--- src/rtl/rtc_pkg.sv ---
// Shared constants for the rtc_time_core timekeeping slice.
// Field-select encoding for the adjust interface and the hour modulus.
package rtc_pkg;

    localparam logic [1:0] SEL_NONE = 2'd0;
    localparam logic [1:0] SEL_SEC  = 2'd1;
    localparam logic [1:0] SEL_MIN  = 2'd2;
    localparam logic [1:0] SEL_HOUR = 2'd3;

    localparam int HOUR_MOD = 24;

endpackage

--- src/rtl/rtc_time_core_if.sv ---
// Control/status bundle between the tick/adjust logic, rtc_time_core and the display.
// Alarm signals exist only when RTC_ALARM_EN is defined.
interface rtc_time_core_if #(
    parameter int W = 6
);

    logic         tick;
    logic         run;
    logic         h24;
    logic [1:0]   sel;
    logic         inc;
    logic         dec;
    logic [W-1:0] sec;
    logic [W-1:0] min;
    logic [W-1:0] hour;
    logic         pm;
    logic         min_tick;
    logic         day_tick;

`ifdef RTC_ALARM_EN
    logic         alarm_set;
    logic         alarm_en;
    logic         alarm;

    modport master (
        output tick, run, h24, sel, inc, dec, alarm_set, alarm_en,
        input  sec, min, hour, pm, min_tick, day_tick, alarm
    );

    modport slave (
        input  tick, run, h24, sel, inc, dec, alarm_set, alarm_en,
        output sec, min, hour, pm, min_tick, day_tick, alarm
    );
`else
    modport master (
        output tick, run, h24, sel, inc, dec,
        input  sec, min, hour, pm, min_tick, day_tick
    );

    modport slave (
        input  tick, run, h24, sel, inc, dec,
        output sec, min, hour, pm, min_tick, day_tick
    );
`endif

endinterface

--- src/rtl/rtc_mod_cnt.sv ---
// Modulo-MOD counter stage of the time carry chain: an adjust step wins over counting,
// and wrap only flags a counting wrap so adjusts never carry into the next field.
module rtc_mod_cnt #(
    parameter int MOD     = 60,
    parameter int W       = 6,
    parameter int RST_VAL = 0
) (
    input  logic         clk,
    input  logic         rst_n,
    input  logic         en_inc,
    input  logic         adj_inc,
    input  logic         adj_dec,
    output logic [W-1:0] value,
    output logic         wrap
);

    localparam logic [W-1:0] MAX_VAL = W'(MOD - 1);

    logic [W-1:0] r_value;
    logic         w_adjust;
    logic [W-1:0] w_incVal;
    logic [W-1:0] w_decVal;

    always_comb begin
        w_adjust = adj_inc ^ adj_dec;
        w_incVal = (r_value == MAX_VAL) ? '0 : r_value + W'(1);
        w_decVal = (r_value == '0) ? MAX_VAL : r_value - W'(1);
        wrap     = en_inc & ~w_adjust & (r_value == MAX_VAL);
    end

    always_ff @(posedge clk or negedge rst_n) begin
        if (!rst_n)
            r_value <= W'(RST_VAL);
        else if (w_adjust)
            r_value <= adj_inc ? w_incVal : w_decVal;
        else if (en_inc)
            r_value <= w_incVal;
    end

    assign value = r_value;

endmodule

--- src/rtl/rtc_time_core.sv ---
// Hours/minutes/seconds core: three modulo stages in a carry chain, field adjust,
// 12/24 h display mapping and registered carry pulses. RTC_ALARM_EN adds an alarm comparator.
module rtc_time_core
    import rtc_pkg::*;
#(
    parameter int W        = 6,
    parameter int SEC_MOD  = 60,
    parameter int MIN_MOD  = 60,
    parameter int RST_HOUR = 12
) (
    input  logic                 clk,
    input  logic                 rst_n,
    rtc_time_core_if.slave       bus
);

    logic         w_count;
    logic         w_incOnly;
    logic         w_decOnly;
    logic         w_secWrap;
    logic         w_minWrap;
    logic         w_hrWrap;
    logic [W-1:0] w_sec;
    logic [W-1:0] w_min;
    logic [W-1:0] w_hr;
    logic [W-1:0] w_hrMod12;
    logic         r_minTick;
    logic         r_dayTick;

    // inc and dec together cancel, so each stage sees at most one adjust direction
    assign w_count   = bus.tick & bus.run;
    assign w_incOnly = bus.inc & ~bus.dec;
    assign w_decOnly = bus.dec & ~bus.inc;

    rtc_mod_cnt #(.MOD(SEC_MOD), .W(W), .RST_VAL(0)) u_sec (
        .clk     (clk),
        .rst_n   (rst_n),
        .en_inc  (w_count),
        .adj_inc (w_incOnly & (bus.sel == SEL_SEC)),
        .adj_dec (w_decOnly & (bus.sel == SEL_SEC)),
        .value   (w_sec),
        .wrap    (w_secWrap)
    );

    rtc_mod_cnt #(.MOD(MIN_MOD), .W(W), .RST_VAL(0)) u_min (
        .clk     (clk),
        .rst_n   (rst_n),
        .en_inc  (w_secWrap),
        .adj_inc (w_incOnly & (bus.sel == SEL_MIN)),
        .adj_dec (w_decOnly & (bus.sel == SEL_MIN)),
        .value   (w_min),
        .wrap    (w_minWrap)
    );

    rtc_mod_cnt #(.MOD(HOUR_MOD), .W(W), .RST_VAL(RST_HOUR)) u_hr (
        .clk     (clk),
        .rst_n   (rst_n),
        .en_inc  (w_minWrap),
        .adj_inc (w_incOnly & (bus.sel == SEL_HOUR)),
        .adj_dec (w_decOnly & (bus.sel == SEL_HOUR)),
        .value   (w_hr),
        .wrap    (w_hrWrap)
    );

    always_ff @(posedge clk or negedge rst_n) begin
        if (!rst_n) begin
            r_minTick <= 1'b0;
            r_dayTick <= 1'b0;
        end else begin
            r_minTick <= w_secWrap;
            r_dayTick <= w_hrWrap;
        end
    end

    // 12 h mode shows midnight and noon as 12
    always_comb begin
        w_hrMod12 = (w_hr >= W'(12)) ? w_hr - W'(12) : w_hr;
        bus.hour  = bus.h24 ? w_hr : ((w_hrMod12 == '0) ? W'(12) : w_hrMod12);
        bus.pm    = (w_hr >= W'(12));
    end

    assign bus.sec      = w_sec;
    assign bus.min      = w_min;
    assign bus.min_tick = r_minTick;
    assign bus.day_tick = r_dayTick;

`ifdef RTC_ALARM_EN
    logic [W-1:0] r_alSec;
    logic [W-1:0] r_alMin;
    logic [W-1:0] r_alHr;
    logic         r_counted;

    // r_counted marks a cycle whose time came from a pure counting tick, not an adjust
    always_ff @(posedge clk or negedge rst_n) begin
        if (!rst_n) begin
            r_alSec   <= '0;
            r_alMin   <= '0;
            r_alHr    <= '0;
            r_counted <= 1'b0;
        end else begin
            if (bus.alarm_set) begin
                r_alSec <= w_sec;
                r_alMin <= w_min;
                r_alHr  <= w_hr;
            end
            r_counted <= w_count & ~((bus.inc ^ bus.dec) & (bus.sel != SEL_NONE));
        end
    end

    assign bus.alarm = r_counted & bus.alarm_en &
                       (w_sec == r_alSec) & (w_min == r_alMin) & (w_hr == r_alHr);
`endif

endmodule

--- src/flat_wrapper.sv ---
// flat-port wrapper written by rule: the top's interface ports become plain ports
module rtc_time_core_flat import rtc_pkg::*;
#(
    parameter int W        = 6,
    parameter int SEC_MOD  = 60,
    parameter int MIN_MOD  = 60,
    parameter int RST_HOUR = 12
)
  (clk, rst_n, bus_tick, bus_run, bus_h24, bus_sel, bus_inc, bus_dec, bus_sec, bus_min, bus_hour, bus_pm, bus_min_tick, bus_day_tick);
  rtc_time_core_if #(.W(W)) bus_i ();
  input  logic clk;
  input  logic rst_n;
  input wire logic [$bits(bus_i.tick)-1:0] bus_tick;
  input wire logic [$bits(bus_i.run)-1:0] bus_run;
  input wire logic [$bits(bus_i.h24)-1:0] bus_h24;
  input wire logic [$bits(bus_i.sel)-1:0] bus_sel;
  input wire logic [$bits(bus_i.inc)-1:0] bus_inc;
  input wire logic [$bits(bus_i.dec)-1:0] bus_dec;
  output wire logic [$bits(bus_i.sec)-1:0] bus_sec;
  output wire logic [$bits(bus_i.min)-1:0] bus_min;
  output wire logic [$bits(bus_i.hour)-1:0] bus_hour;
  output wire logic [$bits(bus_i.pm)-1:0] bus_pm;
  output wire logic [$bits(bus_i.min_tick)-1:0] bus_min_tick;
  output wire logic [$bits(bus_i.day_tick)-1:0] bus_day_tick;
  assign bus_i.tick = bus_tick;
  assign bus_i.run = bus_run;
  assign bus_i.h24 = bus_h24;
  assign bus_i.sel = bus_sel;
  assign bus_i.inc = bus_inc;
  assign bus_i.dec = bus_dec;
  assign bus_sec = bus_i.sec;
  assign bus_min = bus_i.min;
  assign bus_hour = bus_i.hour;
  assign bus_pm = bus_i.pm;
  assign bus_min_tick = bus_i.min_tick;
  assign bus_day_tick = bus_i.day_tick;
  rtc_time_core #(.W(W), .SEC_MOD(SEC_MOD), .MIN_MOD(MIN_MOD), .RST_HOUR(RST_HOUR)) u_core (.clk(clk), .rst_n(rst_n), .bus(bus_i));
endmodule
--- config.mk ---
export PLATFORM = sky130hd
export DESIGN_NAME = rtc_time_core_flat
export DESIGN_NICKNAME = d
export VERILOG_FILES = /design/src/rtl/rtc_pkg.sv /design/src/rtl/rtc_time_core_if.sv /design/src/rtl/rtc_mod_cnt.sv /design/src/rtl/rtc_time_core.sv /design/src/flat_wrapper.sv
export SDC_FILE = /design/constraint.sdc
export NUM_CORES = 1
export LEC_CHECK = 0
export ABC_AREA = 0
export CORE_MARGIN = 2
export CORE_UTILIZATION = 40
export CTS_CLUSTER_SIZE = 8
export DETAILED_ROUTE_END_ITERATION = 10
export GPL_ROUTABILITY_DRIVEN = 0
export HOLD_SLACK_MARGIN = 0.12
export PLACE_DENSITY = 0.74
export SYNTH_ARGS = -nofsm -noshare
export SYNTH_HDL_FRONTEND = slang
export SYNTH_SLANG_ARGS = --single-unit
--- constraint.sdc ---
create_clock -name clk -period 4.3 [get_ports clk]
set_input_delay 0.645 -clock clk [delete_from_list [all_inputs] [get_ports clk]]
set_output_delay 0.645 -clock clk [all_outputs]
set_load 0.005 [all_outputs]
Word level (Yosys, flattened, before mapping)
Index checks and enable logic that the tools add are counted.
- register bits: 20
- latch bits: 0
- bits in writable memories: 0
- memory bits (read-only): 0
- memories: 0
- add/sub/neg operators: 7
- $mul: 0
- div/mod/pow operators: 0
- $lt $le $gt $ge: 1
- eq/ne operators: 6
- shift-type cells: 0
- multiplexer cells: 18
- bitwise operators: 23
- reduce and logical (&&, ||, !) cells: 7
- operators by type and width (operator ; number):
    two-way mux 6 bit ; 18
    zero test 6 bit ; 4
    adder 6 x 1 -> 6 bit (second input constant) ; 3
    subtractor 6 x 1 -> 6 bit (second input constant) ; 3
    bitwise AND 1 bit ; 15
    == test 6 bit (second input constant) ; 2
    == test 6 x 5 -> 1 bit (second input constant) ; 1
    greater-or-equal comparator 6 x 4 -> 1 bit (second input constant) ; 1
    nonzero test 2 bit ; 3
    subtractor 6 x 4 -> 6 bit (second input constant) ; 1
    inverter 1 bit ; 5
    == test 2 bit (second input constant) ; 2
    bitwise XOR 1 bit ; 3
    == test 2 x 1 -> 1 bit (second input constant) ; 1

Logic depth before layout (Yosys ltp)
Gate-level depths: netlist (run 1).
- depth after elaboration: 11
- depth in mapped cells: 8

Cells and area by module
Synthesis (run 1) repeated with hierarchy kept, for this count alone.
- cell total of the unflattened synthesis: 245
- area, all modules: 1971.9 µm²
- modules (own cells, without submodules) (module ; instances ; cells each ; area each (µm²)):
    rtc_mod_cnt at u_core.u_min ... ; 2 ; 69 ; 571.8
    rtc_mod_cnt at u_core.u_hr ; 1 ; 65 ; 529.3
    rtc_time_core ; 1 ; 42 ; 299.0

Worst setup path before layout (run 1)
OpenSTA, ideal clock, no wires.
- path type: register -> output
- from: register u_core.u_hr.r_value[2], in the netlist u_core.u_hr.value[2]
- to: output bus_hour[0]
- arrival: 1684 ps
- data required time: 3655 ps
- path slack: 1971 ps
- cell stages (with the launch flop): 7
- buffers on the path: 1
- cell sequence: dfstp_2 > buf_2 > inv_1 > ha_1 > o32ai_1 > nand4b_1 > and2_1
- longest elaborated chain between the ends: 5
- elaborated cells on any way between the ends: 6
- those cells by class: add/sub (1); order compare (1); mux (3); reduce/logical (1)
- ends and longest elaborated chain (what ; RTL line ; text):
    start: declaration ; rtc_mod_cnt.sv:19 ; logic [W-1:0] r_value;
    start signal: assignment ; rtc_mod_cnt.sv:33 ; r_value <= W'(RST_VAL);
    start signal: assignment ; rtc_mod_cnt.sv:35 ; r_value <= adj_inc ? w_incVal : w_decVal;
    start signal: assignment ; rtc_mod_cnt.sv:37 ; r_value <= w_incVal;
    subtractor 6 x 4 -> 6 bit / greater-or-equal comparator 6 x 4 -> 1 bit (equally long branches) ; rtc_time_core.sv:76 ; w_hrMod12 = (w_hr >= W'(12)) ? w_hr - W'(12) : w_hr;
    two-way mux 6 bit * ; rtc_time_core.sv:76 ;
    zero test 6 bit ; rtc_time_core.sv:77 ; bus.hour = bus.h24 ? w_hr : ((w_hrMod12 == '0) ? W'(12) : w_hrMod12);
    two-way mux 6 bit * (2 in a row) ; rtc_time_core.sv:77 ;
    end: declaration ; flat_wrapper.sv:21 ; output wire logic [$bits(bus_i.hour)-1:0] bus_hour;
Mark *: on every way between the ends. The rest lies on a longest branch, timed or not.

Worst setup path in the final report (run 1)
- from: register u_core.u_hr.r_value[2], in the netlist u_core.u_hr.value[2]
- to: output bus_hour[3]
Same word-level chain as after synthesis.

==> reports/qor.yml, run 1 <==
routed_via_density: 6.11
synthDistinctLibCells: 55
path_cells: "ha_1, a31oi_1, o32ai_1, nand4b_1, o211ai_1, clkdlybuf4s50_1"
fin_crit_sh_pct: 73.8
clk_path_buf_depth: 2
endpoint_kind: "output pin"
peakVddDrop_uv: 248
synth_area_um2: 1920
grt_pass1_vias: 1635
p_per_area_nw_per_um2: 575
clock_power_share_pct: 11.2
post-cts-setup-buffer-count: 0
dieArea_um2: 5360
skew_ns: 0.00200
yosys.area.top_type: "dfrtp_1"
wl_per_cell_um: 14.2
grt_pass1_wl_um: 7580
fp.dieW_um: 73.2
tns_ns: 0
p_comb_share_pct: 54.8
htreeDepth: 1
timing.final.crit_period_ns: 3.17
rows: 25
clkTransAtPathRegs_ns: 0.08
critPathCapture: "bus_hour[3]"
clkLatencyLatePin_ns: 0.26
fmax_ghz: 0.315
worstMarginPinSlew_ns: 0.951
dp_cells: 312
grt_antenna_before_repair: 0
final_cell_mix: "clkdlybuf4s50_1, nand2_1, o21ai_0"
synth-seq-cells: 20
synth.net_count: 265
rrSetupSlack_ns: 2.08
synth-edff-count: 0
cts_root_buf: "clkbuf_8"
r2r_end: "u_core.u_hr.value[5]$_DFFE_PN0P_"
rsz0062_at_grt: "false"
grt_max_degree: 21
core_um2: 4660
cts_inserted_buffers: 3
synth.yosys.seq_area_share_pct: 26.3
critical_path_buf_inv_count: 1
total_power_mw: 1.29
slowest_delay_ns: 0.66
ant_nets: 0
worstSetupStartpointType: "register"
area_growth_pct: 16.8
post_cts_resize_count: 0
stdcell_count: 316
hold_violations: 0
cts_tree: "built"
drt_iter0_markers: 249
cpLargestDelayFamily: "flip-flops"
crit_required_ns: 3.65
p_switching_uw: 552
drv_cap: 0
worstPathMaxFanout: 13
drive_above_1_share_pct: 4.96
setup-violations-final: 0
p_sw_share_pct: 42.9
fill_cells: 450
hold_buffers: 0
fin_nets: 284
worst-endpoint-arrival_ns: 2.53
initial_core_util_pct: 41.1
final_common_cell: "clkdlybuf4s50_1"
synth_top_area_share_pct: 23.5
critPathKind: "register to output pin"
power_leakage_nw: 0.884
hold_class: "register to register"
final_util_pct: 48.0
detail_route.wirelength_um: 4500
drcViolationCount: 0
synth_area_leaders: "dfrtp_1, ha_1, o21ai_0, a21oi_1, nand2_1"
worstReg2RegStart: "u_core.u_sec.value[0]$_DFFE_PN0P_"
power_frac_seq_pct: 34.0
clkSinkCount: 20
slowest_stage: "dfstp_2"
synth.avg_cell_area_um2: 7.85
ys.flop_type: "dfrtp_1"
routed-via-count: 1932
ios: 30
internal-power_uw: 736
io_buffers: 29
cp.depth: 6
max_slew_margin_pct: 36.4
async_flop_share_pct: 100
grt-ovfl-total: 0
syn_inst: 244
hpwl_um: 3310
diodes: 0
status: "complete, no violations"
grt.total_usage_pct: 17.5
synth_warnings: 0
die_h_um: 73.2
first_pass_iters: 5
crit_start: "u_core.u_hr.value[2]$_DFFE_PN1P_"
reg2regPathDepth: 6
final_max_slew_viol_count: 0
## metrics by stage
step | setup WS, ns | hold slack (ns) | cell area [µm²]
after global placement | 1.38 | 0.578 | 2180
final | 1.13 | 0.607 | 2240
after floorplan | 1.97 | 0.349 | 1920
after detailed placement | 1.37 | 0.585 | 2180
after global routing | 0.852 | 0.633 | 2240
after CTS | 1.10 | 0.595 | 2240
## worst min path at each step
| stage | startpoint | end | slack (ns) | depth (start not counted) |
|---|---|---|---|---|
| detailed placement | u_core.u_hr.value[2]$_DFFE_PN1P_ | u_core.u_hr.value[2]$_DFFE_PN1P_ | 0.59 | 2 |
| floorplan | rst_n | u_core.bus.day_tick$_DFF_PN0_ | 0.35 | 0 |
| CTS | u_core.u_hr.value[2]$_DFFE_PN1P_ | u_core.u_hr.value[2]$_DFFE_PN1P_ | 0.59 | 2 |
| global placement | u_core.u_hr.value[2]$_DFFE_PN1P_ | u_core.u_hr.value[2]$_DFFE_PN1P_ | 0.58 | 2 |
| finish | u_core.u_min.value[0]$_DFFE_PN0P_ | u_core.u_min.value[0]$_DFFE_PN0P_ | 0.61 | 1 |
| global route | u_core.u_min.value[0]$_DFFE_PN0P_ | u_core.u_min.value[0]$_DFFE_PN0P_ | 0.63 | 1 |
## flip-flops by register name, summed over array words and instances (netlist names)
name,count
u_core.bus.day_tick,1
u_core.bus.min_tick,1
u_core.u_hr.value,6
u_core.u_min.value,6
u_core.u_sec.value,6
## synth_stat cells (3+ instances only)
cell	instances
o21ai_0	21
ha_1	12
nand4b_1	4
and3_1	4
nor2_1	19
o22a_1	3
nand2_1	25
xnor2_1	5
buf_6	3
nand2b_1	3
o31ai_1	3
dfrtp_1	18
nor3_1	7
and2_1	4
inv_1	13
nand3b_1	3
a211oi_1	3
a31oi_1	6
or3_1	6
clkbuf_1	4
nand3_1	6
buf_2	6
a21oi_1	19
## cell type report
| type | count | area, µm² | area share (%) |
|---|---|---|---|
| timing repair buffer | 29 | 290 | 13.0 |
| sequential | 20 | 503 | 22.5 |
| inverter | 13 | 48.8 | 2.18 |
| clock buffer | 4 | 55.1 | 2.46 |
| tap | 54 | 67.6 | 3.02 |
| multi-input combinational | 196 | 1270 | 56.9 |
## metal layers
layer | GRT usage [%] | part of all wire [%]
met5 | 0 | 0
met2 | 27.2 | 47
met3 | 2.62 | 5.6
met4 | 4.12 | 1.3
met1 | 25.5 | 46
## power groups by stage
stage / registers [mW] / clock network (mW) / logic, mW
global route: 0.462 / 0.155 / 0.797
detailed placement: 0.440 / 0 / 0.702
floorplan: 0.349 / 0 / 0.519
global placement: 0.438 / 0 / 0.690
finish: 0.438 / 0.144 / 0.705
CTS: 0.437 / 0.149 / 0.707
## kinds of logic (layout without fill, tap and decap cells)
| group | after synthesis | after routing | share of synthesized area [%] |
|---|---|---|---|
| AND/OR/NAND/NOR | 94 | 94 | 26.5 |
| AO/OA/AOI/OAI | 81 | 81 | 27.4 |
| buffers and inverters | 28 | 46 | 7.32 |
| flip-flops | 20 | 20 | 26.3 |
| adder cells (fa/ha/maj) | 12 | 12 | 7.84 |
| XOR/XNOR | 7 | 7 | 3.59 |
| multiplexers | 2 | 2 | 1.05 |
Note: power is estimated with default switching activity, not from simulation.
==> run 2, diff against run 1 <==
PLACE_DENSITY = 0.77   (was 0.74)
clock period = 2.6 ns   (was 4.3 ns; I/O delays follow)
==> run 2 against run 1 <==
  * Clock skew up 0.010 ns
  * Flip-flop and latch count unchanged
  * Routed wire length up 4.6%
  * Utilization up 3.2 points
  * Sequential share of layout area down 1.4 points
  * Final area up 6.6%
  * Die area unchanged
  * Non-clock buffer count up 13
  * First-iteration DRC count up 2.4%
  * Setup slack worse by 0.99 ns
==> reports/qor.yml, run 2 (synthesis gave the netlist of run 1 again) <==
worstReg2RegStart: "u_core.u_sec.value[0]$_DFFE_PN0P_"  # unchanged
ant_nets: 0  # unchanged
drive_above_1_share_pct: 10.9  # was 4.96%
clkSinkCount: 20  # unchanged
worstPathMaxFanout: 7  # was 13
drv_cap: 0  # unchanged
drcViolationCount: 0  # unchanged
fin_crit_sh_pct: 94.7
crit_start: "u_core.u_hr.value[3]$_DFFE_PN1P_"  # was u_core.u_hr.value[2]$_DFFE_PN1P_
p_switching_uw: 967  # was 552 µW
routed_via_density: 6.05  # was 6.11
r2r_end: "u_core.u_min.value[3]$_DFFE_PN0P_"  # was u_core.u_hr.value[5]$_DFFE_PN0P_
detail_route.wirelength_um: 4710  # was 4500 µm
area_growth_pct: 24.5  # was 16.8%
rrSetupSlack_ns: 0.52  # was 2.08 ns
fmax_ghz: 0.406
skew_ns: 0.0123  # was 0.00200 ns
grt_max_degree: 17  # was 21
dieArea_um2: 5360  # unchanged
worst-endpoint-arrival_ns: 2.07  # was 2.53 ns
grt_pass1_vias: 1787  # was 1635
clkTransAtPathRegs_ns: 0.08  # about the same
fin_nets: 297  # was 284
tns_ns: 0  # unchanged
diodes: 0  # unchanged
critPathKind: "register to output pin"  # unchanged
hpwl_um: 3450  # was 3310 µm
hold_violations: 0  # unchanged
internal-power_mw: 1.36  # was 736 µW
routed-via-count: 1989  # was 1932
grt-busiest-layer: "met2"  # unchanged
grt.total_usage_pct: 18.2  # was 17.5%
grt_pass1_wl_um: 7950  # was 7580 µm
die_h_um: 73.2  # unchanged
first_pass_iters: 5  # unchanged
p_per_area_nw_per_um2: 974  # was 575 nW/µm²
io_buffers: 29  # unchanged
reg2regPathDepth: 6  # unchanged
crit_required_ns: 2.21  # was 3.65 ns
status: "complete, no violations"  # unchanged
final_cell_mix: "nand2_1, clkdlybuf4s50_1, o21ai_0"  # was clkdlybuf4s50_1, nand2_1, o21ai_0
worstMarginPinSlew_ns: 0.515  # was 0.951 ns
endpoint_kind: "output pin"  # unchanged
timing.final.crit_period_ns: 2.46
cts_root_buf: "clkbuf_8"  # unchanged
setup-violations-final: 0  # unchanged
final_common_cell: "nand2_1"  # was clkdlybuf4s50_1
rows: 25  # unchanged
drt_iter0_markers: 255  # was 249
clk_path_buf_depth: 2  # unchanged
core_um2: 4660  # unchanged
seq_area_um2: 503  # unchanged
critPathCapture: "bus_hour[1]"  # was bus_hour[3]
clkLatencyLatePin_ns: 0.26  # about the same
grt_antenna_before_repair: 0  # unchanged
hold_class: "input pin to async pin"  # was register to register
wl_per_cell_um: 14.3  # was 14.2 µm
ios: 30  # unchanged
use_met2_pct: 29.2  # was 27.2%
p_comb_share_pct: 56.2  # was 54.8%
max_slew_margin_pct: 65.6  # was 36.4%
power_frac_seq_pct: 30.4  # was 34.0%
clock_power_share_pct: 13.4  # was 11.2%
grt-ovfl-total: 0  # unchanged
peakVddDrop_uv: 394  # was 248 µV
p_sw_share_pct: 41.6  # was 42.9%
initial_core_util_pct: 41.1  # unchanged
cts_inserted_buffers: 3  # unchanged
multi_input_area_um2: 1310  # was 1270 µm²
grtUsageMet3_pct: 2.21  # was 2.62%
final_max_slew_viol_count: 0  # unchanged
final_util_pct: 51.2  # was 48.0%
htreeDepth: 1  # unchanged
rsz0062_at_grt: "false"  # unchanged
met1_usage_pct: 25.5  # about the same
fill_cells: 460  # was 450
cts_tree: "built"  # unchanged
fp.dieW_um: 73.2  # unchanged
power_leakage_nw: 0.977  # was 0.884 nW
worstSetupStartpointType: "register"  # unchanged
## run 2: cell count changes in the layout (fill, tap and decap cells not counted), sizes merged
cell           previous run  this run
clkbuf                    4         3
dlygate4sd2               0         4
buf                       0        13
clkdlybuf4s50            29        24
dlymetal6s2s              0         1
bufinv                    0         1
## run 2: worst min path at each step
| stage | end | cells past startpoint |
|---|---|---|
| 6_report | u_core.u_sec.value[1]$_DFFE_PN0P_ | 1 |
| 3_3_place_gp | u_core.u_min.value[5]$_DFFE_PN0P_ | 1 |
| 4_1_cts | u_core.u_sec.value[1]$_DFFE_PN0P_ | 1 |
| 3_5_place_dp | u_core.u_min.value[5]$_DFFE_PN0P_ | 1 |
| 2_1_floorplan | u_core.bus.day_tick$_DFF_PN0_ | 0 |
| 5_1_grt | u_core.u_sec.value[1]$_DFFE_PN0P_ | 1 |
## run 2: final cells by class
cell class / count / share of cell area (%)
tap: 54 / 2.83
clock buffer: 3 / 1.73
timing repair buffer: 42 / 16.3
inverter: 13 / 2.05
sequential: 20 / 21.1
clock inverter: 1 / 1.26
multi-input combinational: 196 / 54.7
## run 2: per-stage QoR
stage / instance area [µm²] / hold slack (ns) / setup slack, ns / instances / total power [mW]
after floorplan: 1920 / 0.0944 / 0.526 / 244 / 1.43
after global placement: 2260 / 0.598 / 0.101 / 322 / 1.90
after detailed placement: 2260 / 0.597 / 0.0262 / 322 / 1.94
after CTS: 2390 / 0.483 / 0.0284 / 330 / 2.32
after global routing: 2380 / 0.502 / 0.0255 / 329 / 2.53
final: 2380 / 0.462 / 0.137 / 329 / 2.32
## run 2: worst max-delay path: stages (launching register included)
cell and delay, ns:
dfstp_2 0.57, buf_6 0.11, ha_4 0.16, a31oi_1 0.09, o32ai_2 0.22, nand4b_1 0.22, and2_1 0.19, dlygate4sd2_1 0.26
## run 2: metal layers
metal | part of all wire, % | vias up | routed length (µm)
met5 | 0 | - | 0
met1 | 46 | 921 | 2160
li1 | - | 961 | -
met3 | 6.4 | 6 | 303
met4 | 1.0 | 0 | 49
met2 | 47 | 101 | 2200
## run 2: what timing repair did
item / 4_1_cts / 5_1_grt
endpoints found under the setup margin: 4 / 2
buffers inserted: 4 / 0
pin swaps: 7 / 3
hold buffers: 0 / 0
gates resized for setup: 9 / 2
## run 2: power by group through the flow
stage | combinational, mW | sequential [mW] | clock (mW)
floorplan | 0.858 | 0.576 | 0
global placement | 1.19 | 0.706 | 0
detailed placement | 1.23 | 0.705 | 0
CTS | 1.31 | 0.698 | 0.319
global route | 1.46 | 0.731 | 0.335
finish | 1.31 | 0.707 | 0.311
